$ cat src/rtl/hazard_issue_ctrl_if.sv
// ID-stage issue/stall handshake between the pipeline and hazard_issue_ctrl.
// The pipeline side (master) presents the instruction; the controller (slave) answers.
interface hazard_issue_ctrl_if #(
  parameter int unsigned CNT_W = 16
);
  logic             run;
  logic             id_valid;
  logic [15:0]      id_instr;
  logic             issue;
  logic             hold_if;
  logic             bubble;
  logic [7:0]       busy_mask;
  logic             idle;
  logic [CNT_W-1:0] issue_cnt;
  logic [CNT_W-1:0] stall_cnt;

  modport master (
    output run, id_valid, id_instr,
    input  issue, hold_if, bubble, busy_mask, idle, issue_cnt, stall_cnt
  );

  modport slave (
    input  run, id_valid, id_instr,
    output issue, hold_if, bubble, busy_mask, idle, issue_cnt, stall_cnt
  );
endinterface

$ cat src/rtl/hazard_issue_ctrl.sv
// ID-stage scoreboard: tracks in-flight register writes, stalls RAW/WAW hazards and
// counts issues and stall cycles. No forwarding exists, so stalls cover full latency.
module hazard_issue_ctrl #(
  parameter int unsigned NUM_REGS = 8,
  parameter int unsigned ALU_LAT  = 2,
  parameter int unsigned LOAD_LAT = 3,
  parameter int unsigned CNT_W    = 16
) (
  input logic                clk,
  input logic                reset,
  hazard_issue_ctrl_if.slave bus
);

  localparam logic [1:0] AluLat  = 2'(ALU_LAT);
  localparam logic [1:0] LoadLat = 2'(LOAD_LAT);

  logic [1:0]          cnt_q [NUM_REGS];
  logic [1:0]          cnt_d [NUM_REGS];
  logic [NUM_REGS-1:0] busy;
  logic [CNT_W-1:0]    issue_cnt_q, issue_cnt_d;
  logic [CNT_W-1:0]    stall_cnt_q, stall_cnt_d;

  logic [1:0] op;
  logic [2:0] rs1, rs2, rd;
  logic       reads_rs2, writes_rd, is_load;
  logic       hazard, issue, stall;
  logic       unused_instr_bits;

  assign op                = bus.id_instr[15:14];
  assign rs1               = bus.id_instr[13:11];
  assign rs2               = bus.id_instr[10:8];
  assign rd                = bus.id_instr[7:5];
  assign unused_instr_bits = ^bus.id_instr[4:0];

  assign reads_rs2 = (op != 2'b10);
  assign writes_rd = (op != 2'b11);
  assign is_load   = (op == 2'b10);

  always_comb begin
    for (int unsigned r = 0; r < NUM_REGS; r++) begin
      busy[r] = (cnt_q[r] != 2'd0);
    end
  end

  // Only state from earlier issues counts; rd == rs of the same instruction is fine.
  assign hazard = busy[rs1] | (reads_rs2 & busy[rs2]) | (writes_rd & busy[rd]);
  assign issue  = bus.id_valid & bus.run & ~hazard;
  assign stall  = bus.id_valid & bus.run & hazard;

  // WAW blocking means a reload never lands on a nonzero counter.
  always_comb begin
    for (int unsigned r = 0; r < NUM_REGS; r++) begin
      cnt_d[r] = cnt_q[r];
      if (issue && writes_rd && (rd == 3'(r))) begin
        cnt_d[r] = is_load ? LoadLat : AluLat;
      end else if (busy[r]) begin
        cnt_d[r] = cnt_q[r] - 2'd1;
      end
    end
  end

  always_comb begin
    issue_cnt_d = issue_cnt_q;
    stall_cnt_d = stall_cnt_q;
    if (issue && (issue_cnt_q != '1)) begin
      issue_cnt_d = issue_cnt_q + CNT_W'(1);
    end
    if (stall && (stall_cnt_q != '1)) begin
      stall_cnt_d = stall_cnt_q + CNT_W'(1);
    end
  end

  always_ff @(posedge clk or negedge reset) begin
    if (!reset) begin
      for (int unsigned r = 0; r < NUM_REGS; r++) begin
        cnt_q[r] <= 2'd0;
      end
      issue_cnt_q <= '0;
      stall_cnt_q <= '0;
    end else begin
      cnt_q       <= cnt_d;
      issue_cnt_q <= issue_cnt_d;
      stall_cnt_q <= stall_cnt_d;
    end
  end

  assign bus.issue     = issue;
  assign bus.hold_if   = bus.id_valid & ~issue;
  assign bus.bubble    = ~issue;
  assign bus.busy_mask = busy;
  assign bus.idle      = (busy == '0);
  assign bus.issue_cnt = issue_cnt_q;
  assign bus.stall_cnt = stall_cnt_q;

endmodule

$ cat src/flat_wrapper.sv
// flat-port wrapper written by rule: the top's interface ports become plain ports
module hazard_issue_ctrl_flat 
#(
  parameter int unsigned NUM_REGS = 8,
  parameter int unsigned ALU_LAT  = 2,
  parameter int unsigned LOAD_LAT = 3,
  parameter int unsigned CNT_W    = 16
)
  (clk, reset, bus_run, bus_id_valid, bus_id_instr, bus_issue, bus_hold_if, bus_bubble, bus_busy_mask, bus_idle, bus_issue_cnt, bus_stall_cnt);
  hazard_issue_ctrl_if #(.CNT_W(CNT_W)) bus_i ();
  input logic clk;
  input logic reset;
  input wire logic [$bits(bus_i.run)-1:0] bus_run;
  input wire logic [$bits(bus_i.id_valid)-1:0] bus_id_valid;
  input wire logic [$bits(bus_i.id_instr)-1:0] bus_id_instr;
  output wire logic [$bits(bus_i.issue)-1:0] bus_issue;
  output wire logic [$bits(bus_i.hold_if)-1:0] bus_hold_if;
  output wire logic [$bits(bus_i.bubble)-1:0] bus_bubble;
  output wire logic [$bits(bus_i.busy_mask)-1:0] bus_busy_mask;
  output wire logic [$bits(bus_i.idle)-1:0] bus_idle;
  output wire logic [$bits(bus_i.issue_cnt)-1:0] bus_issue_cnt;
  output wire logic [$bits(bus_i.stall_cnt)-1:0] bus_stall_cnt;
  assign bus_i.run = bus_run;
  assign bus_i.id_valid = bus_id_valid;
  assign bus_i.id_instr = bus_id_instr;
  assign bus_issue = bus_i.issue;
  assign bus_hold_if = bus_i.hold_if;
  assign bus_bubble = bus_i.bubble;
  assign bus_busy_mask = bus_i.busy_mask;
  assign bus_idle = bus_i.idle;
  assign bus_issue_cnt = bus_i.issue_cnt;
  assign bus_stall_cnt = bus_i.stall_cnt;
  hazard_issue_ctrl #(.NUM_REGS(NUM_REGS), .ALU_LAT(ALU_LAT), .LOAD_LAT(LOAD_LAT), .CNT_W(CNT_W)) u_core (.clk(clk), .reset(reset), .bus(bus_i));
endmodule
$ cat config.mk
export PLATFORM = sky130hd
export DESIGN_NAME = hazard_issue_ctrl_flat
export DESIGN_NICKNAME = d
export VERILOG_FILES = /design/src/rtl/hazard_issue_ctrl_if.sv /design/src/rtl/hazard_issue_ctrl.sv /design/src/flat_wrapper.sv
export SDC_FILE = /design/constraint.sdc
export NUM_CORES = 1
export LEC_CHECK = 0
export BUFFER_PORTS_ARGS = -buffer_cell sky130_fd_sc_hd__buf_2
export CORE_ASPECT_RATIO = 0.75
export CORE_MARGIN = 1
export CORE_UTILIZATION = 55
export DETAILED_ROUTE_END_ITERATION = 6
export HOLD_SLACK_MARGIN = 0.1
export PLACE_DENSITY = 0.81
export SYNTH_ARGS = -nofsm -noshare
export SYNTH_HDL_FRONTEND = slang
export SYNTH_SLANG_ARGS = --single-unit
$ cat constraint.sdc
create_clock -name clk -period 2.9 [get_ports clk]
set_clock_uncertainty 0.15 [all_clocks]
set_input_delay 0.58 -clock clk [delete_from_list [all_inputs] [get_ports clk]]
set_output_delay 0.58 -clock clk [all_outputs]
set_load 0.01 [all_outputs]
# Word-level counts from Yosys, hierarchy flattened
# Index checks and enable logic that the tools add are counted.
# totals
elab_cells	97
register_bits	48
output_inout_bits	44
input_bits	20
# classes
n_lt_le_gt_ge	3
reduce_logical	29
n_mux	23
n_addsub	10
n_eq_ne	12
n_bitwise	10
# op_table
op	count
$add 16x1->16 const B	2
$mux 2	16
$ne 16x16->1 const B	2
$reduce_bool 2->1	16
$sub 2x1->2 const B	8
$eq 3x3->1 const B	4
$lt 3x4->1 const B	3
$logic_and 1x1->1	11
$bmux 1 s3	3
$logic_not 8->1	1
$and 1x1->1	6
$eq 3x2->1 const B	2
$mux 1	4
$ne 2x2->1 const B	2
$eq 3x1->1 const B	1
$logic_not 3->1	1
$eq 2x2->1 const B	1
$not 1->1	2
$or 1x1->1	2

# Logic depth before layout (Yosys ltp)
# depth
word_depth	11
mapped_depth	11

# Least setup slack after synthesis
# OpenSTA, ideal clock, no wires.
# synth_timing
path_kind	flip-flop to output port
start	register u_core.cnt_q[0] (netlist bit)
end	output bus_hold_if
setup_slack_ns	0.074
n_path_buf	1
arrival_ns	2.096
path_stages_with_launch	11
required_time_ns	2.170
cell_sequence	dfrtp_1 > inv_1 > ha_1 > inv_1 > mux4_2 > a21oi_2 > nand3_4 > nor2_8 > inv_4 > buf_6 > and2_1
# synth_between
elab_chain_len	10
# synth_rtl
element	line_no	rtl
from (decl)	hazard_issue_ctrl.sv:17	logic [1:0] cnt_q [NUM_REGS];
from (signal assigned)	hazard_issue_ctrl.sv:81	cnt_q <= cnt_d;
$reduce_bool 2->1 (*)	hazard_issue_ctrl.sv:41	busy[r] = (cnt_q[r] != 2'd0);
via bus_busy_mask[7]	flat_wrapper.sv:19	output wire logic [$bits(bus_i.busy_mask)-1:0] bus_busy_mask;
$bmux 1 s3	hazard_issue_ctrl.sv:46	assign hazard = busy[rs1] | (reads_rs2 & busy[rs2]) | (writes_rd & busy[rd]);
$mux 1 (not written as such)	hazard_issue_ctrl.sv:46	
$and 1x1->1	hazard_issue_ctrl.sv:46	
$or 1x1->1	hazard_issue_ctrl.sv:46	
$or 1x1->1 (*)	hazard_issue_ctrl.sv:46	
$not 1->1 (*)	hazard_issue_ctrl.sv:47	assign issue = bus.id_valid & bus.run & ~hazard;
$and 1x1->1 (*)	hazard_issue_ctrl.sv:47	
via bus_issue	flat_wrapper.sv:16	output wire logic [$bits(bus_i.issue)-1:0] bus_issue;
$not 1->1 (*)	n/a	
via bus_bubble	flat_wrapper.sv:18	output wire logic [$bits(bus_i.bubble)-1:0] bus_bubble;
$and 1x1->1 (*)	hazard_issue_ctrl.sv:88	assign bus.hold_if = bus.id_valid & ~issue;
to (decl)	flat_wrapper.sv:17	output wire logic [$bits(bus_i.hold_if)-1:0] bus_hold_if;
# Mark *: on every way through the listed nets, which the timed path passes. The rest lies on a longest branch. The select of a mux whose other input is x is not followed.

# Worst setup path after layout
# layout_timing
start	register u_core.cnt_q[0] (netlist bit)
end	output bus_hold_if
# layout_between
elab_chain_len	10
# layout_rtl
element	line_no
$reduce_bool 2->1 (*)	hazard_issue_ctrl.sv:41
$bmux 1 s3	hazard_issue_ctrl.sv:46
$mux 1 (not written as such)	hazard_issue_ctrl.sv:46
$and 1x1->1	hazard_issue_ctrl.sv:46
$or 1x1->1	hazard_issue_ctrl.sv:46
$or 1x1->1 (*)	hazard_issue_ctrl.sv:46
$not 1->1 (*)	hazard_issue_ctrl.sv:47
$and 1x1->1 (*)	hazard_issue_ctrl.sv:47
$not 1->1 (*)	hazard_issue_ctrl.sv:88
$and 1x1->1 (*)	hazard_issue_ctrl.sv:88
# Every way passes the cells marked *; elsewhere a longest branch is shown, timed or not. The select of a mux whose other input is x is not followed.

==> flow_summary.ini <==
[min_path]
holdCritPathClass = in -> async

[clock_tree]
clock_latency_ns = 0.29
cts_hold_buffers = 0
cts_max_path_buffers = 2
htree_levels = 2
cts-root-buf = clkbuf_8
cts_tree = yes
clk_pin_slew_ns = 0.09
numCtsBuffers = 5
cts_sinks = 48

[setup_path]
crit_type = reg -> out
cp_max_fo = 3
required_ns = 2.17
startpoint = u_core.cnt_q[0]
slowest_delay_ns = 0.50
critical_path.cell_chain = inv_2 > ha_4 > inv_2 > mux4_2 > a21oi_4 > nand3_4 > nor2_8 > inv_4 > and2_4 > buf_6
rrSetupSlack_ns = 0.11
endpoint_kind = primary output
critPathMostFrequentCell = inv_2
reg2reg_depth = 12
r2r-end = u_core.bus.issue_cnt[1]
start_kind = register
slowest_stage = mux4_2
worstReg2RegStart = u_core.cnt_q[0]
arrival_ns = 2.19

[yosys]
yosys_warnings = 0
ys_ff_latch = 48
syn_avg_cell_area_um2 = 10.3
yosysUniqueCellTypes = 44
ys_seq_area_share_pct = 40.5
synthCells = 287
synth_nets = 325
syn-cell-area_um2 = 2960

[sta]
hold_viol_final = 0
worst_pin_slew_ns = 0.675
fmax_ghz = 0.342
period_needed_ns = 2.92
drv_slew = 0
relSlewSlack_pct = 55.0
rsz0062_at_grt = true
fin_ws_ns = -0.0220
setup-violations-final = 2
min_period_over_period_pct = 101

[route]
wl_met1_um = 3230
drt_iter0_markers = 153
drt-total-wl_um = 7080
drt_first_pass_iters = 4
drcViolationCount = 0
routedWlPerCell_um = 16.1
top_layer_used = met4
wl_met3_um = 420
via_per_inst = 5.66
postRouteAntennaNets = 0
wl_met2_um = 3340
num_vias = 2495

[run_status]
status = finished, violations left
violations = setup timing

[floorplan]
fp.dieArea_um2 = 5690
initial_core_util_pct = 58.8
die_h_um = 65.6
core_um2 = 5040
num_rows = 22
ios = 64
die_x_um = 86.8

[placed_design]
io_buffer_count = 58
dp_hpwl_um = 5080
place_ws_ns = 0.0344
place_congestion = 0.856

[power]
swShare_pct = 39.5
netSwitchingPower_mw = 1.24
combPwrFrac_pct = 56.2
internal-power_mw = 1.90
p_leak_nw = 1.88
ir_drop_mv = 0.576
finalPower_mw = 3.14
p_clk_share_pct = 12.0
pwr-share-seq_pct = 31.7
power.density_nw_per_um2 = 855

[final_layout]
nets = 407
drive_gt1_share_pct = 37.7
fin_util_pct = 73.0
n_antenna_cell = 0
fill_cells = 372
syn2layout_area_growth_pct = 24.0

[global_routing]
grt_remaining_overflow = 0
grt_first_pass_wirelength_um = 11300
grt_usage_pct = 26.0
grt_pass1_vias = 2369
antenna_found_initial = 0
grt_max_degree = 30

[run]
drv_cap = 0
[cell families (layout without fill, tap and decap cells)]
family	after synthesis	count (layout)	synth area share (%)
simple gates	99	99	19.8
compound gates	29	29	7.09
xor+xnor	37	37	10.9
flops	48	48	40.5
mux	18	18	8.36
buf+inv	38	120	5.70
fa+ha+maj	18	18	7.60
[routing by layer]
layer	up-vias	GRT usage, %
met3	11	4.02
met2	100	43.2
met4	0	6.25
met5	-	0
li1	1159	-
met1	1225	35.9
[registers in the layout (all words and copies together) (netlist names)]
name and count:
u_core.bus.issue_cnt 16, u_core.bus.stall_cnt 16, u_core.cnt_q 16
[power groups by stage]
stage	logic [mW]	registers (mW)	clock network (mW)
after global routing	1.91	1.02	0.409
after global placement	1.39	0.991	0
final	1.77	0.997	0.378
after floorplan	1.01	1.01	0
after CTS	1.66	0.992	0.384
after detailed placement	1.47	1.00	0
[area by class of cell]
type,instances,area (µm²),area share (%)
tap,72,90.1,2.45
clock inverter,1,5.00,0.136
clock buffer,6,72.6,1.97
multi-input combinational,201,1690,45.9
inverter,29,114,3.10
timing repair buffer,84,504,13.7
sequential,48,1200,32.7
[worst max-delay path: cells and delay by family (launching register included)]
kind | cells | cell delay (ns)
compound gates | 1 | 0.21
fa+ha+maj | 1 | 0.14
buf+inv | 4 | 0.28
flops | 1 | 0.41
mux | 1 | 0.50
simple gates | 3 | 0.37
[cells in the final DEF (no fill, tap or decap), drive strengths merged, types with 5 or more instances in the layout]
master	synthesis	final
and3	5	5
xnor2	9	9
mux4	5	5
ha	18	18
nor2	17	17
xor2	28	28
nor3	12	12
inv	29	29
clkbuf	2	6
nand2	22	22
dfrtp	48	48
nor4	11	11
nand4	6	6
a31oi	12	12
mux2i	9	9
nand3	11	11
buf	7	84
[per-stage QoR]
stage | instance area [µm²] | TNS (ns) | hold slack (ns) | instances
floorplan | 2960 | 0 | 0.134 | 287
global placement | 3390 | 0 | 0.322 | 420
detailed placement | 3390 | 0 | 0.320 | 420
CTS | 3620 | 0 | 0.184 | 438
global route | 3670 | -0.134 | 0.216 | 441
finish | 3670 | -0.0386 | 0.161 | 441
[synthesized netlist by cell type, drive strengths merged]
cell,n,area [µm²]
o21bai,2,15.0
nor3,12,60.1
and4,1,8.76
a21o,2,15.0
and2,4,25.0
a221o,2,20.0
nand4,6,37.5
dfrtp,48,1200
o21ai,4,23.8
or3,2,12.5
mux2i,9,90.1
a41oi,4,35.0
or2,1,6.26
xor2,28,245
buf,7,50.1
clkbuf,2,7.51
ha,18,225
inv,29,111
and3,5,31.3
nor2b,3,18.8
nor3b,2,15.0
mux2,4,45.0
mux4,5,113
nor4b,1,8.76
nor4,11,121
or3b,1,11.3
nand3,11,67.6
a31oi,12,75.1
xnor2,9,78.8
a21oi,2,13.8
nor2,17,80.1
o31ai,1,12.5
nand2,22,82.6
[what timing repair did]
action                     4_1_cts  5_1_grt
gates cloned                     0        0
setup buffers                   11        3
setup endpoints to repair        3        3
gates resized for setup         23        9
pin swaps                        8        4
[worst max-delay path by stage]
stage                                    endpoint  slack, ns  cells past startpoint
after global placement    u_core.bus.stall_cnt[1]       0.12                      8
final                                 bus_hold_if      -0.02                     10
after CTS                             bus_hold_if      0.003                     10
after floorplan                       bus_hold_if       0.07                     10
after global routing                  bus_hold_if      -0.08                     10
after detailed placement  u_core.bus.issue_cnt[5]       0.03                     11
Note: power is estimated with default switching activity, not from simulation.
